==> src/rtl/piso_shift_controller.sv <==
// Parallel-in / serial-out sequencer: accepts a word on a valid/ready
// handshake and shifts it out one bit per unpaused clock, then pulses done.
module piso_shift_controller #(
    parameter int WIDTH     = 4,
    parameter bit MSB_FIRST = 1'b1
) (
    input  logic             clk,
    input  logic             rst,
    input  logic [WIDTH-1:0] pi,
    input  logic             in_valid,
    output logic             in_ready,
    input  logic             pause,
    output logic             so,
    output logic             so_valid,
    output logic             busy,
    output logic             done
);

    localparam int CNT_W = $clog2(WIDTH + 1);
    localparam logic [CNT_W-1:0] LAST = CNT_W'(WIDTH - 1);

    typedef enum logic [1:0] {
        IDLE,
        SHIFT,
        DONE
    } state_t;

    state_t           state_q, state_d;
    logic [WIDTH-1:0] sreg_q, sreg_d;
    logic [CNT_W-1:0] cnt_q, cnt_d;
    logic             out_bit;

    always_ff @(posedge clk) begin
        if (rst) begin
            state_q <= IDLE;
            sreg_q  <= '0;
            cnt_q   <= '0;
        end else begin
            state_q <= state_d;
            sreg_q  <= sreg_d;
            cnt_q   <= cnt_d;
        end
    end

    always_comb begin
        state_d = state_q;
        sreg_d  = sreg_q;
        cnt_d   = cnt_q;
        case (state_q)
            IDLE: begin
                if (in_valid) begin
                    sreg_d  = pi;
                    cnt_d   = '0;
                    state_d = SHIFT;
                end
            end
            SHIFT: begin
                if (!pause) begin
                    if (MSB_FIRST) sreg_d = sreg_q << 1;
                    else           sreg_d = sreg_q >> 1;
                    // Counter clears on the last bit so it never passes WIDTH-1.
                    if (cnt_q == LAST) begin
                        cnt_d   = '0;
                        state_d = DONE;
                    end else begin
                        cnt_d = cnt_q + 1'b1;
                    end
                end
            end
            DONE:    state_d = IDLE;
            default: state_d = IDLE;
        endcase
    end

    assign out_bit  = MSB_FIRST ? sreg_q[WIDTH-1] : sreg_q[0];
    assign in_ready = (state_q == IDLE);
    assign busy     = (state_q == SHIFT) || (state_q == DONE);
    assign done     = (state_q == DONE);
    assign so       = (state_q == SHIFT) ? out_bit : 1'b0;
    assign so_valid = (state_q == SHIFT) && !pause;

endmodule

==> config.mk <==
export PLATFORM = sky130hd
export DESIGN_NAME = piso_shift_controller
export DESIGN_NICKNAME = d
export VERILOG_FILES = /design/src/rtl/piso_shift_controller.sv
export SDC_FILE = /design/constraint.sdc
export NUM_CORES = 1
export LEC_CHECK = 0
export CAP_MARGIN = 25
export CORE_MARGIN = 4
export CORE_UTILIZATION = 42
export CTS_CLUSTER_DIAMETER = 120
export DETAILED_ROUTE_END_ITERATION = 10
export GPL_TIMING_DRIVEN = 0
export PLACE_DENSITY_LB_ADDON = 0.08
export SETUP_SLACK_MARGIN = 0.3
export SLEW_MARGIN = 20
export SYNTH_ARGS = -nofsm -noshare
export SYNTH_HDL_FRONTEND = slang
export SYNTH_SLANG_ARGS = --single-unit
==> constraint.sdc <==
create_clock -name clk -period 1.24 [get_ports clk]
set_input_delay 0.248 -clock clk [delete_from_list [all_inputs] [get_ports clk]]
set_output_delay 0.248 -clock clk [all_outputs]
set_load 0.02 [all_outputs]
==> results of run 1 <==
-- stage by stage --
stage	total power [mW]	area, µm²
after detailed placement	1.43	719
after CTS	2.12	907
final	2.23	941
after global routing	2.38	941
after global placement	1.41	719
after floorplan	1.20	582
-- cells in the mapped netlist, drive strengths merged --
cell,count
a21oi,2
inv,2
a31oi,3
and2,2
a211oi,4
ha,5
mux2i,7
buf,1
nor2b,1
or2,1
nor3,1
dfxtp,9
nor2,2
clkbuf,1
nand3,2
and2b,1
nand2b,10
nand2,1
o31ai,1
nand4b,2
-- power by group --
part,internal [mW],switching (mW)
Sequential,0.389,0.0818
Clock,0.124,0.110
Combinational,0.833,0.687
-- cell type report --
class,instances,area (µm²),area share (%)
multi-input combinational,45,460,48.9
timing repair buffer,23,220,23.4
sequential,9,185,19.7
clock buffer,4,26.3,2.79
buffer,2,18.8,1.99
tap,14,17.5,1.86
inverter,2,12.5,1.33
-- path summary, 6_finish.rpt --
| check | startpoint | to | slack, ns |
|---|---|---|---|
| worst max-delay path | state_q[1]$_SDFFE_PP0P_ | so | -0.19 |
| worst min-delay path | cnt_q[2]$_SDFFE_PP0P_ | cnt_q[2]$_SDFFE_PP0P_ | 0.45 |
| worst max register to register | state_q[1]$_SDFFE_PP0P_ | state_q[1]$_SDFFE_PP0P_ | -0.16 |
| worst min register to register | cnt_q[2]$_SDFFE_PP0P_ | cnt_q[2]$_SDFFE_PP0P_ | 0.45 |
-- repair_timing --
item / CTS / global route
buffers inserted: 9 / 2
gates cloned: 0 / 0
endpoints found under the setup margin: 14 / 14
pin swaps: 7 / 1
gates resized for setup: 49 / 4
-- routing by layer --
metal	wire length [µm]	vias up
li1	-	257
met1	558	227
met2	710	16
met3	89	0
met4	0	0
met5	0	-
-- sequential cells by signal, indices dropped and copies added (netlist names) --
name / count
cnt_q: 3
sreg_q: 4
state_q: 2
-- placed cells by master, fill, tap and decap left out, drive strengths merged --
cell           instances
or2                    1
nand2b                10
buf                   17
a31oi                  3
nor2b                  1
mux2i                  7
nand2                  1
ha                     5
nor2                   2
nor3                   1
a211oi                 4
nand4b                 2
clkdlybuf4s50          7
inv                    2
and2b                  1
a21oi                  2
dfxtp                  9
and2                   2
nand3                  2
clkbuf                 5
o31ai                  1
-- critical path, delay by kind of cell, from the launching register on --
family | cells | cell delay (ns)
buf+inv | 3 | 0.29
flops | 1 | 0.35
fa+ha+maj | 1 | 0.16
simple gates | 1 | 0.13
-- kinds of logic (layout without fill, tap and decap cells) --
kind of cell,Yosys count,count (layout),share of synthesized area [%]
AND/OR/NAND/NOR,23,23,27.1
AO/OA/AOI/OAI,10,10,12.8
flip-flops,9,9,32.3
multiplexers,7,7,12.6
adder cells (fa/ha/maj),5,5,11.2
buffers and inverters,4,31,4.04
==> load_flow_metrics.sql, run 1 <==
INSERT INTO impl_metrics (metric_group, metric, value, unit) VALUES
('cells_and_area', 'final-instance-count-excl-fill', '99', ''),
('timing', 'final-max-slew-violation-count', '0', ''),
('global_route', 'gr-total-overflow', '0', ''),
('clock_tree', 'number_of_hold_buffers_added_after_cts', '0', ''),
('setup_path', 'critPathCaptureType', 'output port', ''),
('yosys', 'ys_seq_elements', '9', ''),
('global_route', 'first_global_vias', '506', ''),
('clock_tree', 'cts.sink_count', '9', ''),
('setup_path', 'path_max_fanout', '4', ''),
('floorplan', 'die_outline_height', '44.5', 'µm'),
('yosys', 'syn_area_per_cell', '9.62', 'µm²'),
('timing', 'final_hold_violations', '0', ''),
('yosys', 'synth_fp_nets', '71', ''),
('route', 'postRouteWirelength', '1.36', 'mm'),
('route', 'detail_route.first_pass.iterations', '4', ''),
('global_route', 'layer_carrying_the_most_global_route_usage', 'met2', ''),
('global_route', 'grt_pass1_wl', '2.16', 'mm'),
('yosys', 'yosys.cell_types.count', '23', ''),
('floorplan', 'dieWidth', '44.5', 'µm'),
('placement', 'place_hpwl', '794', 'µm'),
('power_and_ir_drop', 'power_density', '2370', 'nW/µm²'),
('power_and_ir_drop', 'power.leakage', '0.379', 'nW'),
('placement', 'io_port_bufs', '12', ''),
('setup_path', 'timing.critical_path.from_type', 'register', ''),
('timing', 'rsz0062_at_grt', 'true', ''),
('cells_and_area', 'synthToLayoutAreaGrowth', '68.6', '%'),
('timing', 'post-route-period-util', '115', '%'),
('hold_path', 'hold_path_class', 'register to register', ''),
('global_route', 'grt_util_all_layers', '15.0', '%'),
('placement', 'place_ws', '-0.590', 'ns'),
('cells_and_area', 'final_net_count', '99', ''),
('timing', 'worst_rel_slew_slack', '72.4', '%'),
('cells_and_area', 'insertedDiodeCount', '0', ''),
('floorplan', 'floorplan.io_pins', '13', ''),
('yosys', 'number_of_warnings_reported_in_the_yosys_synthesis_log', '0', ''),
('floorplan', 'starting_utilization_of_the_core_area', '47.6', '%'),
('power_and_ir_drop', 'max-vdd-ir-drop', '0.00190', 'V'),
('cells_and_area', 'fillers', '85', ''),
('route', 'dr_total_vias', '500', ''),
('route', 'avgViaCountPerCell', '5.05', ''),
('status', 'status', 'finished with violations', ''),
('placement', 'global_placer_s_final_weighted_congestion', '0.711', ''),
('setup_path', 'worstSetupPathType', 'register to output port', ''),
('timing', 'final.setup.worst_slack', '-0.186', 'ns'),
('hold_path', 'holdPathStages', '2', ''),
('setup_path', 'cp_data_arrival_time', '1.18', 'ns'),
('global_route', 'global_route.usage.met3', '6.91', '%'),
('clock_tree', 'cts_root_buf', 'clkbuf_4', ''),
('setup_path', 'cp_slowest_cell', 'dfxtp_2', ''),
('clock_tree', 'h_tree_depth_reported_by_cts', '1', ''),
('route', 'drt_iter0_drc', '8', ''),
('status', 'violations', 'negative setup slack', ''),
('timing', 'clock-skew-final', '0.0102', 'ns'),
('setup_path', 'cp_data_required_time', '0.99', 'ns'),
('yosys', 'dominant_cell_type_by_area_after_synthesis', 'dfxtp_1', ''),
('clock_tree', 'worst_skew_pair.late_latency', '0.27', 'ns'),
('setup_path', 'critical-path-max-stage-delay', '0.35', 'ns'),
('cells_and_area', 'drive_gt1_share', '48.2', '%'),
('yosys', 'synthesis.area', '558', 'µm²'),
('yosys', 'synth_top_area_share', '32.3', '%'),
('route', 'postRouteAntennaNets', '0', ''),
('route', 'avgRoutedWirePerCell', '13.7', 'µm'),
('floorplan', 'fp.dieArea', '1980', 'µm²'),
('placement', 'placed_cells_incl_taps', '84', ''),
('route', 'remaining_drc_errors', '0', ''),
('timing', 'finalHoldWorstSlack', '0.448', 'ns'),
('timing', 'final.setup.tns', '-1.54', 'ns'),
('global_route', 'met1_usage', '16.0', '%'),
('yosys', 'netlist_top_cells_area', 'dfxtp_1 32%, mux2i_1 13%, ha_1 11%, nand2b_1 11%, a211oi_1 4.0%', ''),
('timing', 'final_period_minus_worst_setup_slack', '1.43', 'ns'),
('timing', 'setup_violations', '14', '');
No activity file was read; power rests on OpenSTA's default activity.
==> run 2: changes to the inputs <==
--- a/config.mk
+++ b/config.mk
@@ -8,6 +8,7 @@
 export CAP_MARGIN = 25
 export CORE_MARGIN = 4
 export CORE_UTILIZATION = 42
+export CTS_BUF_LIST = sky130_fd_sc_hd__clkbuf_8 sky130_fd_sc_hd__clkbuf_16
 export CTS_CLUSTER_DIAMETER = 120
 export DETAILED_ROUTE_END_ITERATION = 10
 export GPL_TIMING_DRIVEN = 0
@@ -17,3 +18,4 @@
 export SYNTH_ARGS = -nofsm -noshare
 export SYNTH_HDL_FRONTEND = slang
 export SYNTH_SLANG_ARGS = --single-unit
+export TNS_END_PERCENT = 1
==> run 2 against run 1 <==
- the flow still finishes with violations (negative setup slack)
- worst hold slack improved by 0.019 ns
- combinational power decreased by 15%
- setup slack improved by 0.026 ns
- clock skew decreased by 0.0083 ns
- clock power increased by 40%
- register-to-register slack improved by 0.03 ns
- critical path type unchanged
- largest power group unchanged
- highest routed layer is now met4
==> load_flow_metrics.sql, run 2 (synthesized netlist as in run 1, its figures left out) <==
INSERT INTO impl_metrics (metric_group, metric, value, unit) VALUES
('clock_tree', 'cts_root_buf', 'clkbuf_8', ''),
('global_route', 'antenna_found_initial', '0', ''),
('setup_path', 'critical-path-max-stage-delay', '0.34', 'ns'),
('cells_and_area', 'drive_gt1_share', '36.3', '%'),
('power_and_ir_drop', 'share_of_total_power_in_combinational_logic', '61.9', '%'),
('power_and_ir_drop', 'power_frac_seq', '22.3', '%'),
('run', 'max_cap_violations', '0', ''),
('timing', 'finalHoldWorstSlack', '0.467', 'ns'),
('global_route', 'gr-total-overflow', '0', ''),
('clock_tree', 'tritoncts_clock_tree', 'yes', ''),
('floorplan', 'floorplan.rows', '12', ''),
('clock_tree', 'worst_skew_pair.late_latency', '0.23', 'ns'),
('timing', 'post-route-period-util', '113', '%'),
('clock_tree', 'clkSlewWorstSetupHoldPaths', '0.04', 'ns'),
('route', 'postRouteAntennaNets', '0', ''),
('status', 'status', 'finished with violations', ''),
('route', 'drt_iter0_drc', '5', ''),
('floorplan', 'starting_utilization_of_the_core_area', '47.6', '%'),
('timing', 'final.setup.worst_slack', '-0.160', 'ns'),
('timing', 'tightest_slew', '0.370', 'ns'),
('power_and_ir_drop', 'power_density', '2410', 'nW/µm²'),
('route', 'postRouteWirelength', '1.22', 'mm'),
('global_route', 'grt_util_all_layers', '14.9', '%'),
('floorplan', 'dieWidth', '44.5', 'µm'),
('setup_path', 'cp_data_required_time', '0.99', 'ns'),
('cells_and_area', 'insertedDiodeCount', '0', ''),
('setup_path', 'cp_slowest_cell', 'dfxtp_2', ''),
('setup_path', 'crit_chain', 'inv_4, ha_4, buf_8, and2_4, buf_6', ''),
('route', 'avgViaCountPerCell', '5.33', ''),
('power_and_ir_drop', 'power.total', '2.09', 'mW'),
('floorplan', 'die_outline_height', '44.5', 'µm'),
('cells_and_area', 'largest_reg_flops', '4', ''),
('timing', 'achievable-frequency', '715', 'MHz'),
('cells_and_area', 'finished_core_util', '73.8', '%'),
('setup_path', 'critPathCaptureType', 'output port', ''),
('power_and_ir_drop', 'switchingPower', '0.794', 'mW'),
('timing', 'setup_violations', '13', ''),
('power_and_ir_drop', 'power.clock.fraction', '15.8', '%'),
('timing', 'final-max-slew-violation-count', '0', ''),
('power_and_ir_drop', 'max-vdd-ir-drop', '0.00173', 'V'),
('power_and_ir_drop', 'netSwitchingFraction', '38.1', '%'),
('setup_path', 'worstSetupPathType', 'register to output port', ''),
('status', 'violations', 'negative setup slack', ''),
('setup_path', 'cp_num_buf_inv', '3', ''),
('clock_tree', 'cts-buffers-inserted', '3', ''),
('floorplan', 'floorplan.io_pins', '13', ''),
('cells_and_area', 'top_regs', 'sreg_q (4), cnt_q (3), state_q (2)', ''),
('power_and_ir_drop', 'power.leakage', '0.354', 'nW'),
('global_route', 'grt_pass1_wl', '2.09', 'mm'),
('global_route', 'first_global_vias', '486', ''),
('cells_and_area', 'final_net_count', '94', ''),
('clock_tree', 'max-clock-path-buffers', '2', ''),
('cells_and_area', 'largest_register', 'sreg_q', ''),
('timing', 'final_period_minus_worst_setup_slack', '1.40', 'ns'),
('route', 'dr_total_vias', '501', ''),
('timing', 'final_hold_violations', '0', ''),
('timing', 'worst_rel_slew_slack', '75.3', '%'),
('cells_and_area', 'layout.cells.most_common_list', '10 x nand2b_1, 7 x mux2i_1, 7 x dfxtp_1, 7 x clkdlybuf4s50_1', ''),
('placement', 'io_port_bufs', '12', ''),
('setup_path', 'cp_data_arrival_time', '1.15', 'ns'),
('route', 'avgRoutedWirePerCell', '13.0', 'µm'),
('floorplan', 'fp.dieArea', '1980', 'µm²'),
('timing', 'clock-skew-final', '0.00190', 'ns'),
('hold_path', 'hold_path_class', 'register to register', ''),
('route', 'remaining_drc_errors', '0', ''),
('cells_and_area', 'layout_commonest_cell', 'nand2b_1', ''),
('clock_tree', 'cts.sink_count', '9', ''),
('placement', 'place_hpwl', '786', 'µm'),
('global_route', 'grt_start_max_net_pins', '11', ''),
('timing', 'rsz0062_at_grt', 'true', ''),
('clock_tree', 'number_of_hold_buffers_added_after_cts', '0', ''),
('clock_tree', 'h_tree_depth_reported_by_cts', '1', ''),
('power_and_ir_drop', 'p_int', '1.29', 'mW'),
('floorplan', 'coreArea', '1170', 'µm²'),
('setup_path', 'timing.critical_path.from_type', 'register', ''),
('setup_path', 'path_max_fanout', '5', ''),
('placement', 'global_placer_s_final_weighted_congestion', '0.701', ''),
('setup_path', 'cpLargestDelayFamily', 'flip-flops', ''),
('route', 'detail_route.first_pass.iterations', '2', ''),
('cells_and_area', 'synthToLayoutAreaGrowth', '54.9', '%');
run 2: cell types whose count changed in the layout (fill, tap and decap cells not counted), sizes merged:
cell	before	now
inv	2	3
buf	17	12
clkbuf	5	4
run 2: per-layer routing:
layer	vias to the layer above	GRT usage, %	wire length, µm	part of all wire [%]
met2	11	23.3	605	50
li1	252	-	-	-
met1	234	17.5	518	42
met5	-	0	0	0
met3	4	7.32	74	6.1
met4	0	5.42	20	1.6
run 2: power by group through the flow:
stage	clock network, mW	logic [mW]	registers (mW)
CTS	0.346	1.21	0.464
global route	0.360	1.41	0.475
floorplan	0	0.755	0.433
finish	0.330	1.29	0.465
detailed placement	0	0.962	0.450
global placement	0	0.954	0.448
run 2: cell type report:
type | instances | area [µm²]
Multi-Input combinational cell | 45 | 417
Buffer | 2 | 18.8
Sequential cell | 9 | 185
Clock inverter | 1 | 3.75
Timing Repair Buffer | 18 | 169
Fill cell | 90 | 307
Inverter | 2 | 12.5
Clock buffer | 3 | 41.3
Tap cell | 14 | 17.5
run 2: what timing repair did:
item | 4_1_cts | 5_1_grt
setup endpoints to repair | 14 | 14
gates resized for setup | 38 | 4
pin swaps | 3 | 6
buffers inserted | 6 | 0
run 2: worst paths after layout:
| kind | start | end | slack (ns) | cells after the start |
|---|---|---|---|---|
| min | cnt_q[2]$_SDFFE_PP0P_ | cnt_q[2]$_SDFFE_PP0P_ | 0.47 | 2 |
| max reg2reg | state_q[1]$_SDFFE_PP0P_ | state_q[1]$_SDFFE_PP0P_ | -0.13 | 6 |
| max | state_q[1]$_SDFFE_PP0P_ | so | -0.16 | 5 |
| min reg2reg | cnt_q[2]$_SDFFE_PP0P_ | cnt_q[2]$_SDFFE_PP0P_ | 0.47 | 2 |
run 2: metrics by stage:
step	setup TNS, ns	worst slack, ns	std cells	cell area (µm²)
6_report	-0.995	-0.160	94	865
5_1_grt	-1.86	-0.202	94	865
3_5_place_dp	-4.03	-0.595	84	713
2_1_floorplan	-0.164	-0.0601	58	576
4_1_cts	-1.13	-0.167	94	847
3_3_place_gp	-3.87	-0.583	84	713
run 2: worst reg2reg max path: cells and delay by family (launching register included):
kind | cells | cell delay, ns
AOI/OAI and AO/OA | 1 | 0.27
adders and majority gates | 1 | 0.16
buffers and inverters | 2 | 0.18
DFF | 1 | 0.34
muxes | 1 | 0.20
and+or+nand+nor | 1 | 0.16
